$ cat config.mk
export PLATFORM = sky130hd
export DESIGN_NAME = if_stage
export DESIGN_NICKNAME = d
export VERILOG_FILES = /design/src/rtl/if_stage.sv
export SDC_FILE = /design/constraint.sdc
export NUM_CORES = 1
export LEC_CHECK = 0
export BUFFER_PORTS_ARGS = -buffer_cell sky130_fd_sc_hd__buf_2
export CAP_MARGIN = 15
export CORE_MARGIN = 3
export CORE_UTILIZATION = 30
export DETAILED_ROUTE_END_ITERATION = 10
export SLEW_MARGIN = 40
export SYNTH_ARGS = -nofsm -noshare
export SYNTH_HDL_FRONTEND = slang
export SYNTH_SLANG_ARGS = --single-unit
$ cat constraint.sdc
create_clock -name clk -period 8.62 [get_ports clk]
set_clock_uncertainty 0.2 [all_clocks]
set_input_delay 0.862 -clock clk [delete_from_list [all_inputs] [get_ports clk]]
set_output_delay 0.862 -clock clk [all_outputs]
set_load 0.05 [all_outputs]
$ cat src/rtl/if_stage.sv
// Instruction-fetch stage: PC, imem request FSM and IF/ID pipeline register.
// Optional delivered-instruction counter is enabled by IF_STAGE_PERF_CNT_EN.
module if_stage #(
  parameter logic [31:0] RESET_PC = 32'h0000_0000
) (
  input  logic        clk,
  input  logic        reset,
  input  logic [1:0]  pc_src,
  input  logic [31:0] branch,
  input  logic [27:0] offset28,
  input  logic [31:0] rs,
  input  logic        if_flush,
  input  logic        stall,
  output logic        imem_req,
  output logic [31:0] imem_addr,
  input  logic        imem_ack,
  input  logic [31:0] imem_rdata,
  output logic [31:0] pc_4_out,
  output logic [31:0] ins_out,
  output logic        ins_valid,
  output logic [31:0] fetch_cnt,
  output logic [1:0]  state_dbg
);

  // imem handshake: a request is held with a stable address while imem_req=1
  // and imem_ack=0; exactly one imem_ack (with imem_rdata) answers each request.
  typedef enum logic [1:0] {IDLE = 2'd0, FETCH = 2'd1, HOLD = 2'd2, DROP = 2'd3} state_t;

  state_t      state;
  logic [31:0] pc;
  logic [31:0] pc_4;
  logic [31:0] drop_addr;
  logic [31:0] hold_buf;
  logic [31:0] target;
  logic        redirect;
  logic        deliver;
  logic        bubble;
  logic [31:0] deliver_data;

  assign pc_4      = pc + 32'd4;
  assign redirect  = (pc_src != 2'b00) && !stall;
  assign imem_req  = (state == FETCH) || (state == DROP);
  assign imem_addr = (state == DROP) ? drop_addr : pc;
  assign state_dbg = state;

  always_comb begin
    target = rs;
    case (pc_src)
      2'b01:   target = branch;
      2'b10:   target = {pc_4_out[31:28], offset28};
      default: target = rs;
    endcase
  end

  // Decide what the IF/ID register takes this cycle; flush wins over everything.
  always_comb begin
    deliver      = 1'b0;
    bubble       = 1'b0;
    deliver_data = imem_rdata;
    case (state)
      FETCH: if (!stall) begin
        if (imem_ack && !redirect) deliver = 1'b1;
        else                       bubble  = 1'b1;
      end
      HOLD: begin
        deliver_data = hold_buf;
        if (!stall) begin
          if (redirect) bubble  = 1'b1;
          else          deliver = 1'b1;
        end
      end
      DROP:    if (!stall) bubble = 1'b1;
      default: ;
    endcase
    if (if_flush) begin
      deliver = 1'b0;
      bubble  = 1'b1;
    end
  end

  always_ff @(posedge clk or posedge reset) begin
    if (reset) begin
      state     <= IDLE;
      pc        <= RESET_PC;
      drop_addr <= 32'd0;
      hold_buf  <= 32'd0;
      pc_4_out  <= 32'd0;
      ins_out   <= 32'd0;
      ins_valid <= 1'b0;
    end else begin
      case (state)
        IDLE: state <= FETCH;
        FETCH: begin
          if (redirect) begin
            pc <= target;
            if (!imem_ack) begin
              drop_addr <= pc;
              state     <= DROP;
            end
          end else if (imem_ack && stall) begin
            hold_buf <= imem_rdata;
            state    <= HOLD;
          end else if (imem_ack) begin
            pc <= pc_4;
          end
        end
        HOLD: begin
          if (redirect || if_flush) begin
            pc       <= redirect ? target : pc_4;
            hold_buf <= 32'd0;
            state    <= FETCH;
          end else if (!stall) begin
            pc    <= pc_4;
            state <= FETCH;
          end
        end
        DROP: begin
          // The response to drop_addr is stale; swallow it, keep the new pc.
          if (redirect) pc <= target;
          if (imem_ack) state <= FETCH;
        end
        default: state <= IDLE;
      endcase

      if (bubble) begin
        pc_4_out  <= 32'd0;
        ins_out   <= 32'd0;
        ins_valid <= 1'b0;
      end else if (deliver) begin
        pc_4_out  <= pc_4;
        ins_out   <= deliver_data;
        ins_valid <= 1'b1;
      end
    end
  end

`ifdef IF_STAGE_PERF_CNT_EN
  logic [31:0] cnt;
  always_ff @(posedge clk or posedge reset) begin
    if (reset)        cnt <= 32'd0;
    else if (deliver) cnt <= cnt + 32'd1;
  end
  assign fetch_cnt = cnt;
`else
  assign fetch_cnt = 32'd0;
`endif

endmodule

==> Flow_metrics.wiki, run 1 <==
{| class="wikitable"
! Metric !! Value
|-
| Initial Utilization || 30.6%
|-
| Unrepaired setup endpoints after global routing || no
|-
| Yosys reg bits || approximately 160
|-
| Final Hold Vio Count || 0
|-
| Number of I/O port buffers || 230
|-
| Post-Synthesis Mean Instance Area || ~9.7 µm²
|-
| Start point of the critical path || state_dbg[0]
|-
| Wire length of the first global-routing pass || between 40 and 50 mm
|-
| Area Growth Syn to Fin || 21.8%
|-
| Category of cells accounting for the largest share of critical-path delay || adder cells
|-
| Largest fanout on the critical path || 47
|-
| Most common cell in the synthesized netlist || sky130_fd_sc_hd__dfrtp_1
|-
| Leakage power figure || 4.90 nW
|-
| Setup WS post-layout || roughly 5.4 ns
|-
| Top post-synthesis cells by area || sky130_fd_sc_hd__dfrtp_1, sky130_fd_sc_hd__mux2_2, sky130_fd_sc_hd__a211oi_1
|-
| Slack of the worst reg-to-reg path || ~5.6 ns
|-
| Count of flip-flops with a built-in enable after synthesis || 0
|-
| Category of the worst setup path capture point || output pin
|-
| Dpl hpwl || roughly 19 mm
|-
| Post-Layout Cell Count || 1519
|-
| Clock insertion delay at the later pin of the skew report || 0.43 ns
|-
| Outcome || complete, no violations
|-
| Worst path buffer plus inverter count || 1
|-
| Number of instances in the synthesized netlist || between 900 and 1k
|-
| Remaining max-slew budget at the tightest pin || 49.4%
|-
| Hold buffer count at CTS || 0
|-
| Root buffer cell || sky130_fd_sc_hd__clkbuf_16
|-
| Critical path's largest stage delay || 0.57 ns
|-
| Fraction of post-synthesis cell area in the top cell type by area || 44.9%
|-
| Maximum vdd ir drop || 150 µV
|-
| Overall track demand over capacity in global routing || 16.2%
|-
| Crit Path Category || flip-flop to output pin
|-
| Post-layout total power || roughly 3.8 mW
|-
| Logic depth of the worst path, buffers included || 3
|-
| Routed wirelength normalized by instance count || 17.9 µm
|-
| Number of I/O pins || 263
|-
| Final routed wirelength across all metal layers || 27.3 mm
|-
| Num CTS Buffers || 17
|-
| Ratio of cells with drive above 1 in the final layout || about a third
|-
| Final GP Congestion || slightly above 0.8
|-
| Critical path arrival || roughly 2.1 ns
|-
| Initial antenna violation count || 1
|-
| Distinct cell type count after synthesis || just over 60
|-
| Number of rows in the core area || 63
|-
| Period utilisation layout || between 30% and 40%
|-
| Setup TNS || 0 ns
|-
| Slowest CP cell || sky130_fd_sc_hd__ha_4
|-
| Number of nets in the layout || 1255
|-
| End point of the critical path || imem_addr[2]
|-
| Post-CTS sizing || 0
|-
| Post-CTS setup buffer count || 0
|-
| Total number of vias || 7643
|-
| Die Height || 180 µm
|-
| Post-CTS clock slew at the launch and capture registers of the worst setup and hold paths || about 0.070 ns
|-
| DRC || 0
|-
| Die area || between 30000 and 40000 µm²
|-
| Pin count of the biggest net entering global routing || 96
|-
| Crit path required time || around 7.6 ns
|-
| Worst setup slack before clock tree synthesis || ~5.5 ns
|-
| # H-tree levels || 4
|-
| DRC marker count from the first detailed-route iteration || between 500 and 600
|-
| Cell Area, Synth || 9080 µm²
|-
| Deepest clock path buffer count || 2
|-
| Slew @ Worst Pin || approximately 0.76 ns
|-
| Placeable Area || approximately 30000 µm²
|-
| Synth top cells by count || sky130_fd_sc_hd__dfrtp_1, sky130_fd_sc_hd__nor2_1, sky130_fd_sc_hd__mux2_2
|-
| Sequential fraction of the synthesis area || between 40 and 50%
|-
| Cell accounting for the most synthesized area || sky130_fd_sc_hd__dfrtp_1
|-
| Number of antenna-violating nets in the routed design || 0
|-
| Die width || 180 µm
|-
| Final number of setup-violating endpoints || 0
|-
| Max-cap viol count || 0
|-
| Number of max-slew violations in the final report || 0
|-
| Yosys Warn Count || 0
|-
| Class of the tightest hold or removal check || flip-flop to flip-flop
|-
| Antenna Diode Count || 0
|-
| Highest achievable clock rate || about 0.32 GHz
|-
| Startpoint of the most critical register-to-register path || state_dbg[0]
|-
| Clock tree from TritonCTS || yes
|-
| Power density over cell area || between 300 and 400 nW/µm²
|-
| Number of cells on the worst reg-to-reg path || 8
|-
| Global route total overflow || 0
|-
| Share of flip-flops with an asynchronous set or reset after synthesis || between 90% and 100%
|-
| Via count of the first global-routing pass || 7274
|-
| CP Launch Type || flip-flop
|-
| Placed Cells incl. Taps || 1487
|-
| Period minus WS final || between 3 and 4 ns
|-
| Count of clock tree sinks || roughly 160
|-
| Detailed-route vias per instance || 5.03
|-
| Prevailing post-synth register cell || sky130_fd_sc_hd__dfrtp_1
|-
| CP Cell Sequence || ha_4, mux2_2, buf_2
|-
| DRT Pass-1 Iters || 5
|-
| Worst flop-to-flop path endpoint || pc[14]
|}
[worst min path at each step]
stage | from | to | cells past startpoint
after floorplan | drop_addr[30] | drop_addr[30] | 1
after global placement | ins_valid | ins_valid | 2
after detailed placement | ins_valid | ins_valid | 2
after CTS | ins_valid | ins_valid | 2
after global routing | drop_addr[1] | drop_addr[1] | 1
final | ins_valid | ins_valid | 2
[final cells by class]
cell class,instances,area [µm²]
Timing Repair Buffer,244,1270
Inverter,18,75.1
Clock buffer,18,439
Tap cell,390,488
Multi-Input combinational cell,672,4520
Sequential cell,163,4080
Clock inverter,14,190
Fill cell,3027,18700
[where the power goes]
group / internal [mW] / total (mW) / switching [mW]
Combinational: 0.595 / 1.78 / 1.18
Clock: 0.475 / 0.822 / 0.347
Sequential: 1.01 / 1.25 / 0.239
[worst min-delay path: cells and delay by family (launching register included)]
kind	cells	cell delay (ns)
flip-flops	1	0.34
AND/OR/NAND/NOR	2	0.12
[metal layers]
metal | part of all wire, % | GRT usage [%]
met3 | 5.0 | 3.69
met5 | 0.073 | 0
met2 | 48 | 26.4
met4 | 1.8 | 4.42
met1 | 45 | 21.8
[logic make-up (layout without fill, tap and decap cells)]
family	after synthesis	in the layout	share of synthesized area, %
mux	92	92	11.4
other cells	1	32	0.0413
flops	163	163	44.9
compound gates	241	241	18.0
fa+ha+maj	8	8	1.10
simple gates	271	271	14.8
xor+xnor	28	28	2.70
buf+inv	134	294	7.09
[registers in the layout, indices dropped and copies added, names as in the netlist]
name	flops
pc	32
pc_4_out	32
drop_addr	32
hold_buf	32
ins_valid	1
state_dbg	2
ins_out	32
[cell usage in the layout, fill, tap and decap left out, types with 3 or more instances in the layout]
cell,instances
sky130_fd_sc_hd__nor2b_1,35
sky130_fd_sc_hd__a21oi_1,31
sky130_fd_sc_hd__a211oi_1,72
sky130_fd_sc_hd__nand2b_1,4
sky130_fd_sc_hd__o22ai_1,9
sky130_fd_sc_hd__and4_1,4
sky130_fd_sc_hd__inv_6,5
sky130_fd_sc_hd__buf_2,230
sky130_fd_sc_hd__nand3_1,10
sky130_fd_sc_hd__o2bb2ai_1,10
sky130_fd_sc_hd__a22oi_1,32
sky130_fd_sc_hd__nor4_2,3
sky130_fd_sc_hd__nand2_1,46
sky130_fd_sc_hd__conb_1,32
sky130_fd_sc_hd__nor3_1,35
sky130_fd_sc_hd__bufinv_16,3
sky130_fd_sc_hd__nand4_1,4
sky130_fd_sc_hd__clkbuf_16,17
sky130_fd_sc_hd__mux2_2,91
sky130_fd_sc_hd__nor2_1,101
sky130_fd_sc_hd__xnor2_1,19
sky130_fd_sc_hd__ha_1,5
sky130_fd_sc_hd__inv_8,4
sky130_fd_sc_hd__and3_1,4
sky130_fd_sc_hd__o21ai_0,54
sky130_fd_sc_hd__xor2_1,9
sky130_fd_sc_hd__inv_1,16
sky130_fd_sc_hd__buf_4,12
sky130_fd_sc_hd__o32a_1,10
sky130_fd_sc_hd__a31oi_1,5
sky130_fd_sc_hd__dfrtp_1,163
sky130_fd_sc_hd__o21a_1,3
[stage by stage]
step | util, % | area (µm²) | hold WS, ns
floorplan | - | 9200 | 0.275
global placement | 35.0 | 10400 | 0.283
detailed placement | 35.1 | 10400 | 0.288
CTS | 37.2 | 11100 | 0.305
global route | 37.2 | 11100 | 0.317
finish | 37.2 | 11100 | 0.298
Note: power is estimated with default switching activity, not from simulation.
==> inputs of run 2 (changes only) <==
- clock period: 8.62 -> 3.16 ns (I/O delays scaled with it)
==> Flow_metrics.wiki, run 2 (synthesis gave the netlist of run 1 again) <==
{| class="wikitable"
! Metric !! Value
|-
| Deepest clock path buffer count || 2
|-
| Total number of vias || just under 8k
|-
| Die Height || about 180 µm
|-
| Final Hold Vio Count || 0
|-
| Global route total overflow || 0
|-
| Wire length of the first global-routing pass || between 40 and 50 mm
|-
| Number of I/O port buffers || between 200 and 250
|-
| Initial Utilization || roughly 31%
|-
| Crit path required time || roughly 2.6 ns
|-
| Clock share of power || 20.0%
|-
| Critical path's largest stage delay || about 0.52 ns
|-
| Hold Slack || 0.0254 ns
|-
| # H-tree levels || 4
|-
| Area Growth Syn to Fin || 23.1%
|-
| Detailed-route vias per instance || 5.05
|-
| Count of clock tree sinks || about 160
|-
| Pin count of the biggest net entering global routing || 101
|-
| Remaining max-slew budget at the tightest pin || 43.2%
|-
| Highest achievable clock rate || 0.339 GHz
|-
| Leakage power figure || 4.95 nW
|-
| Placeable Area || roughly 30000 µm²
|-
| Period utilisation layout || roughly 93%
|-
| Setup TNS || 0 ns
|-
| Combinational share of power || 47.0%
|-
| Setup WS post-layout || about 0.21 ns
|-
| Power density over cell area || between 900 and 1000 nW/µm²
|-
| Via count of the first global-routing pass || 7611
|-
| DRC || 0
|-
| Critical path arrival || approximately 2.4 ns
|-
| Post-CTS clock slew at the launch and capture registers of the worst setup and hold paths || around 0.07 ns
|-
| Clock insertion delay at the later pin of the skew report || about 0.43 ns
|-
| CP Launch Type || flip-flop
|-
| Final core utilization || 37.6%
|-
| DRC marker count from the first detailed-route iteration || between 400 and 500
|-
| Overall track demand over capacity in global routing || around 17%
|-
| Die area || 32400 µm²
|-
| Antenna Diode Count || 0
|-
| Area of the multi-input gates || roughly 4500 µm²
|-
| Cell area reported after detailed placement || between 10000 and 15000 µm²
|-
| Die width || ~180 µm
|-
| Max-cap viol count || 0
|-
| Category of the worst setup path capture point || output pin
|-
| Slew @ Worst Pin || 0.853 ns
|-
| Worst path buffer plus inverter count || 2
|-
| Final number of setup-violating endpoints || 0
|-
| Hold Startpoint || rs[0]
|-
| Switching Fraction || between 40% and 50%
|-
| Startpoint of the most critical register-to-register path || pc[2]
|-
| FF+latch area || around 4100 µm²
|-
| Root buffer cell || sky130_fd_sc_hd__clkbuf_16
|-
| Largest fanout on the critical path || 28
|-
| Net switching power figure || between 4 and 5 mW
|-
| Maximum vdd ir drop || between 400 and 500 µV
|-
| Number of antenna-violating nets in the routed design || 0
|-
| Post-CTS sizing || 0
|-
| Final routed wirelength across all metal layers || about 28 mm
|-
| Final Cell Area || approximately 11000 µm²
|-
| Slowest CP cell || sky130_fd_sc_hd__ha_2
|-
| Post-Layout Cell Count || 1531
|-
| Crit Path Category || flip-flop to output pin
|-
| Category of cells accounting for the largest share of critical-path delay || buffers and inverters
|-
| Post-layout total power || ~10 mW
|-
| Number of max-slew violations in the final report || 0
|-
| Start point of the critical path || state_dbg[1]
|-
| Dpl hpwl || between 15 and 20 mm
|-
| Num CTS Buffers || 17
|-
| Number of rows in the core area || 63
|-
| Final GP Congestion || 0.852
|-
| Period minus WS final || 2.95 ns
|-
| Clock tree from TritonCTS || yes
|-
| Class of the tightest hold or removal check || input pin to flip-flop
|-
| Fill cell total of the finished layout || around 3k
|-
| DRT Pass-1 Iters || 4
|-
| Placed Cells incl. Taps || ~1.5k
|-
| Ratio of cells with drive above 1 in the final layout || between 30% and 40%
|-
| Sequential group share of total power || between 30% and 40%
|-
| Number of I/O pins || roughly 260
|-
| Number of nets in the layout || 1267
|-
| Worst setup slack before clock tree synthesis || ~0.46 ns
|-
| Initial antenna violation count || 3
|-
| Outcome || complete, no violations
|-
| Routed wirelength normalized by instance count || about 18 µm
|-
| Most used cells in the layout excluding fill and tap cells || sky130_fd_sc_hd__buf_2, sky130_fd_sc_hd__dfrtp_1, sky130_fd_sc_hd__nor2_1
|-
| Leading cell type in the layout, fill and taps excluded || sky130_fd_sc_hd__buf_2
|-
| CP Cell Sequence || ha_2, buf_4, mux2_2, buf_2
|-
| Unrepaired setup endpoints after global routing || no
|-
| Internal power component || 5.49 mW
|}
run 2: cell count changes in the layout (fill, tap and decap cells not counted), sizes merged:
cell         delta
clkinvlp        +3
inv             -1
buf            +11
clkinv          +2
bufinv          -3
clkbuf          -1
dlygate4sd3     +1
run 2: final timing paths:
path | slack, ns | depth (start not counted) | to
worst max-delay path | 0.21 | 4 | imem_addr[12]
worst min-delay path | 0.03 | 3 | pc[0]
worst max register to register | 0.40 | 6 | pc[28]
worst min register to register | 0.30 | 2 | ins_valid
max in group asynchronous | 1.89 | 4 | pc_4_out[26]
min in group asynchronous | 0.38 | 4 | pc_4_out[5]
run 2: final cells by class:
| class | instances | area share [%] |
|---|---|---|
| Clock buffer | 17 | 3.81 |
| Clock inverter | 15 | 1.40 |
| Inverter | 18 | 0.638 |
| Multi-Input combinational cell | 672 | 40.3 |
| Sequential cell | 163 | 36.5 |
| Tap cell | 390 | 4.36 |
| Timing Repair Buffer | 256 | 13.0 |
run 2: routing by layer:
layer	GRT usage, %	part of all wire [%]
met5	0	0.13
met4	4.61	1.6
met3	3.45	5.2
met2	28.7	50
met1	21.9	43
run 2: power by group through the flow:
stage	clock (mW)	sequential (mW)	combinational (mW)
3_5_place_dp	0	3.47	4.93
6_report	2.08	3.43	4.89
5_1_grt	2.20	3.55	5.28
2_1_floorplan	0	3.35	3.75
4_1_cts	2.12	3.43	4.94
3_3_place_gp	0	3.43	4.87
run 2: timing repair:
item                                   in CTS  in global routing
buffers inserted                            0                  0
hold buffers                                1                  0
endpoints found under the hold margin     163                  0
run 2: worst reg2reg max path, delay by kind of cell (launching register included):
kind            cells  cell delay [ns]
fa+ha+maj           1             0.34
compound gates      2             0.45
simple gates        3             1.03
flops               1             0.60
==> inputs of run 3 (changes only) <==
- CTS_BUF_LIST: default -> sky130_fd_sc_hd__clkbuf_8
==> Flow_metrics.wiki, run 3 (synthesis gave the netlist of run 1 again) <==
{| class="wikitable"
! Metric !! Value
|-
| Combinational share of power || between 40% and 50%
|-
| Outcome || complete, no violations
|-
| Critical path's largest stage delay || roughly 0.47 ns
|-
| Detailed-route vias per instance || roughly 5.1
|-
| Die area || about 32000 µm²
|-
| Final routed wirelength across all metal layers || between 20 and 30 mm
|-
| Number of nets in the layout || about 1.3k
|-
| Fill cell total of the finished layout || around 3.0k
|-
| Class of the tightest hold or removal check || input pin to flip-flop
|-
| Initial Utilization || a little under a third
|-
| Worst path buffer plus inverter count || 2
|-
| Leading cell type in the layout, fill and taps excluded || sky130_fd_sc_hd__buf_2
|-
| Post-Layout Cell Count || between 1.5k and 2k
|-
| CP Launch Type || flip-flop
|-
| Highest achievable clock rate || ~0.35 GHz
|-
| Unrepaired setup endpoints after global routing || no
|-
| Power density over cell area || 896 nW/µm²
|-
| Category of cells accounting for the largest share of critical-path delay || buffers and inverters
|-
| Placed Cells incl. Taps || between 1k and 1.5k
|-
| Antenna Diode Count || 0
|-
| Net switching power figure || between 4 and 5 mW
|-
| Setup WS post-layout || between 0.3 and 0.4 ns
|-
| Clock tree from TritonCTS || yes
|-
| Maximum vdd ir drop || approximately 340 µV
|-
| Leakage power figure || between 4 and 5 nW
|-
| Period utilisation layout || a little under 90%
|-
| Slew @ Worst Pin || around 0.85 ns
|-
| Dpl hpwl || between 15 and 20 mm
|-
| DRC || 0
|-
| Post-CTS setup buffer count || 0
|-
| Setup TNS || 0 ns
|-
| Final Hold Vio Count || 0
|-
| Ratio of cells with drive above 1 in the final layout || roughly a third
|-
| Placeable Area || 29700 µm²
|-
| Via count of the first global-routing pass || approximately 7.6k
|-
| Routed wirelength normalized by instance count || between 15 and 20 µm
|-
| Period minus WS final || between 2 and 3 ns
|-
| Post-layout total power || a little under 10 mW
|-
| Overall track demand over capacity in global routing || 16.9%
|-
| Worst setup slack before clock tree synthesis || roughly 0.46 ns
|-
| Die width || ~180 µm
|-
| Num CTS Buffers || 17
|-
| Number of max-slew violations in the final report || 0
|-
| Crit path required time || 2.64 ns
|-
| Pin count of the biggest net entering global routing || between 100 and 150
|-
| Root buffer cell || sky130_fd_sc_hd__clkbuf_8
|-
| Crit Path Category || flip-flop to output pin
|-
| Initial antenna violation count || 2
|-
| Die Height || approximately 180 µm
|-
| Final number of setup-violating endpoints || 0
|-
| Largest fanout on the critical path || 28
|-
| CP Cell Sequence || ha_4, buf_4, mux2_2, buf_2
|-
| DRT Pass-1 Iters || 6
|-
| Number of I/O port buffers || between 200 and 250
|-
| Number of rows in the core area || 63
|-
| Max-cap viol count || 0
|-
| Number of antenna-violating nets in the routed design || 0
|-
| Critical path arrival || approximately 2.3 ns
|-
| Internal power component || 5.03 mW
|-
| Most used cells in the layout excluding fill and tap cells || sky130_fd_sc_hd__buf_2, sky130_fd_sc_hd__dfrtp_1, sky130_fd_sc_hd__nor2_1
|-
| Area Growth Syn to Fin || 21.3%
|-
| # H-tree levels || 4
|-
| Final core utilization || between 30% and 40%
|-
| Final GP Congestion || between 0.8 and 0.9
|-
| Wire length of the first global-routing pass || between 40 and 50 mm
|-
| Slowest CP cell || sky130_fd_sc_hd__dfrtp_1
|-
| Switching Fraction || between 40% and 50%
|-
| Number of I/O pins || ~260
|-
| Deepest clock path buffer count || 2
|-
| Category of the worst setup path capture point || output pin
|-
| Post-CTS clock slew at the launch and capture registers of the worst setup and hold paths || 0.12 ns
|-
| Global route total overflow || 0
|-
| Remaining max-slew budget at the tightest pin || between 40% and 50%
|-
| Clock insertion delay at the later pin of the skew report || 0.46 ns
|-
| Count of clock tree sinks || roughly 160
|-
| Total number of vias || between 7k and 8k
|-
| Sequential group share of total power || between 30% and 40%
|-
| DRC marker count from the first detailed-route iteration || 450
|-
| Clock share of power || 15.6%
|}
## run 3: cell types whose count changed in the layout (fill, tap and decap cells not counted), sizes merged
| cell | previous run | this run |
|---|---|---|
| dlygate4sd3 | 1 | 3 |
## run 3: power by group through the flow
stage | Sequential [mW] | Combinational [mW] | Clock (mW)
final | 3.44 | 4.90 | 1.54
after global routing | 3.55 | 5.29 | 1.67
after CTS | 3.42 | 4.94 | 1.59
after detailed placement | 3.47 | 4.93 | 0
after global placement | 3.43 | 4.87 | 0
after floorplan | 3.35 | 3.75 | 0
## run 3: timing repair
action                                  CTS  global route
hold buffers                              3             0
endpoints found under the setup margin    0             3
resized for setup                         0             1
hold endpoints to repair                165             0
## run 3: path summary, 6_finish.rpt
| kind | end | from | depth (start not counted) | slack, ns |
|---|---|---|---|---|
| max | imem_addr[1] | state_dbg[0] | 4 | 0.33 |
| min | hold_buf[29] | imem_rdata[29] | 3 | 0.04 |
| max reg2reg | pc[30] | pc[2] | 6 | 0.39 |
| min reg2reg | ins_valid | ins_valid | 2 | 0.30 |
| max in group asynchronous | pc[26] | reset | 4 | 1.92 |
| min in group asynchronous | pc[6] | reset | 4 | 0.36 |
## run 3: stage by stage
step | instance area (µm²) | hold WS, ns
final | 11000 | 0.0421
after global routing | 11000 | 0.0267
after CTS | 11000 | 0.00823
after detailed placement | 10600 | 0.289
after global placement | 10600 | 0.282
after floorplan | 9200 | 0.275
## run 3: tightest hold or removal path: cells and delay by family
family	cells	cell delay, ns
muxes	1	0.16
and+or+nand+nor	1	0.14
buffers and inverters	1	0.08
## run 3: area by class of cell
cell class / count / area, µm² / area share [%]
Clock buffer: 17 / 234 / 2.12
Sequential cell: 163 / 4080 / 37.0
Inverter: 18 / 71.3 / 0.647
Clock inverter: 15 / 156 / 1.42
Tap cell: 390 / 488 / 4.43
Multi-Input combinational cell: 672 / 4520 / 41.0
Timing Repair Buffer: 258 / 1470 / 13.3
## run 3: metal layers
layer  track usage [%]  vias to the layer above  share of wire (%)
met4              4.42                        4                1.5
met5                 0                        -              0.082
met3              3.69                       31                5.8
met2              28.6                      196                 50
met1              21.9                     3812                 43
li1                  -                     3701                  -
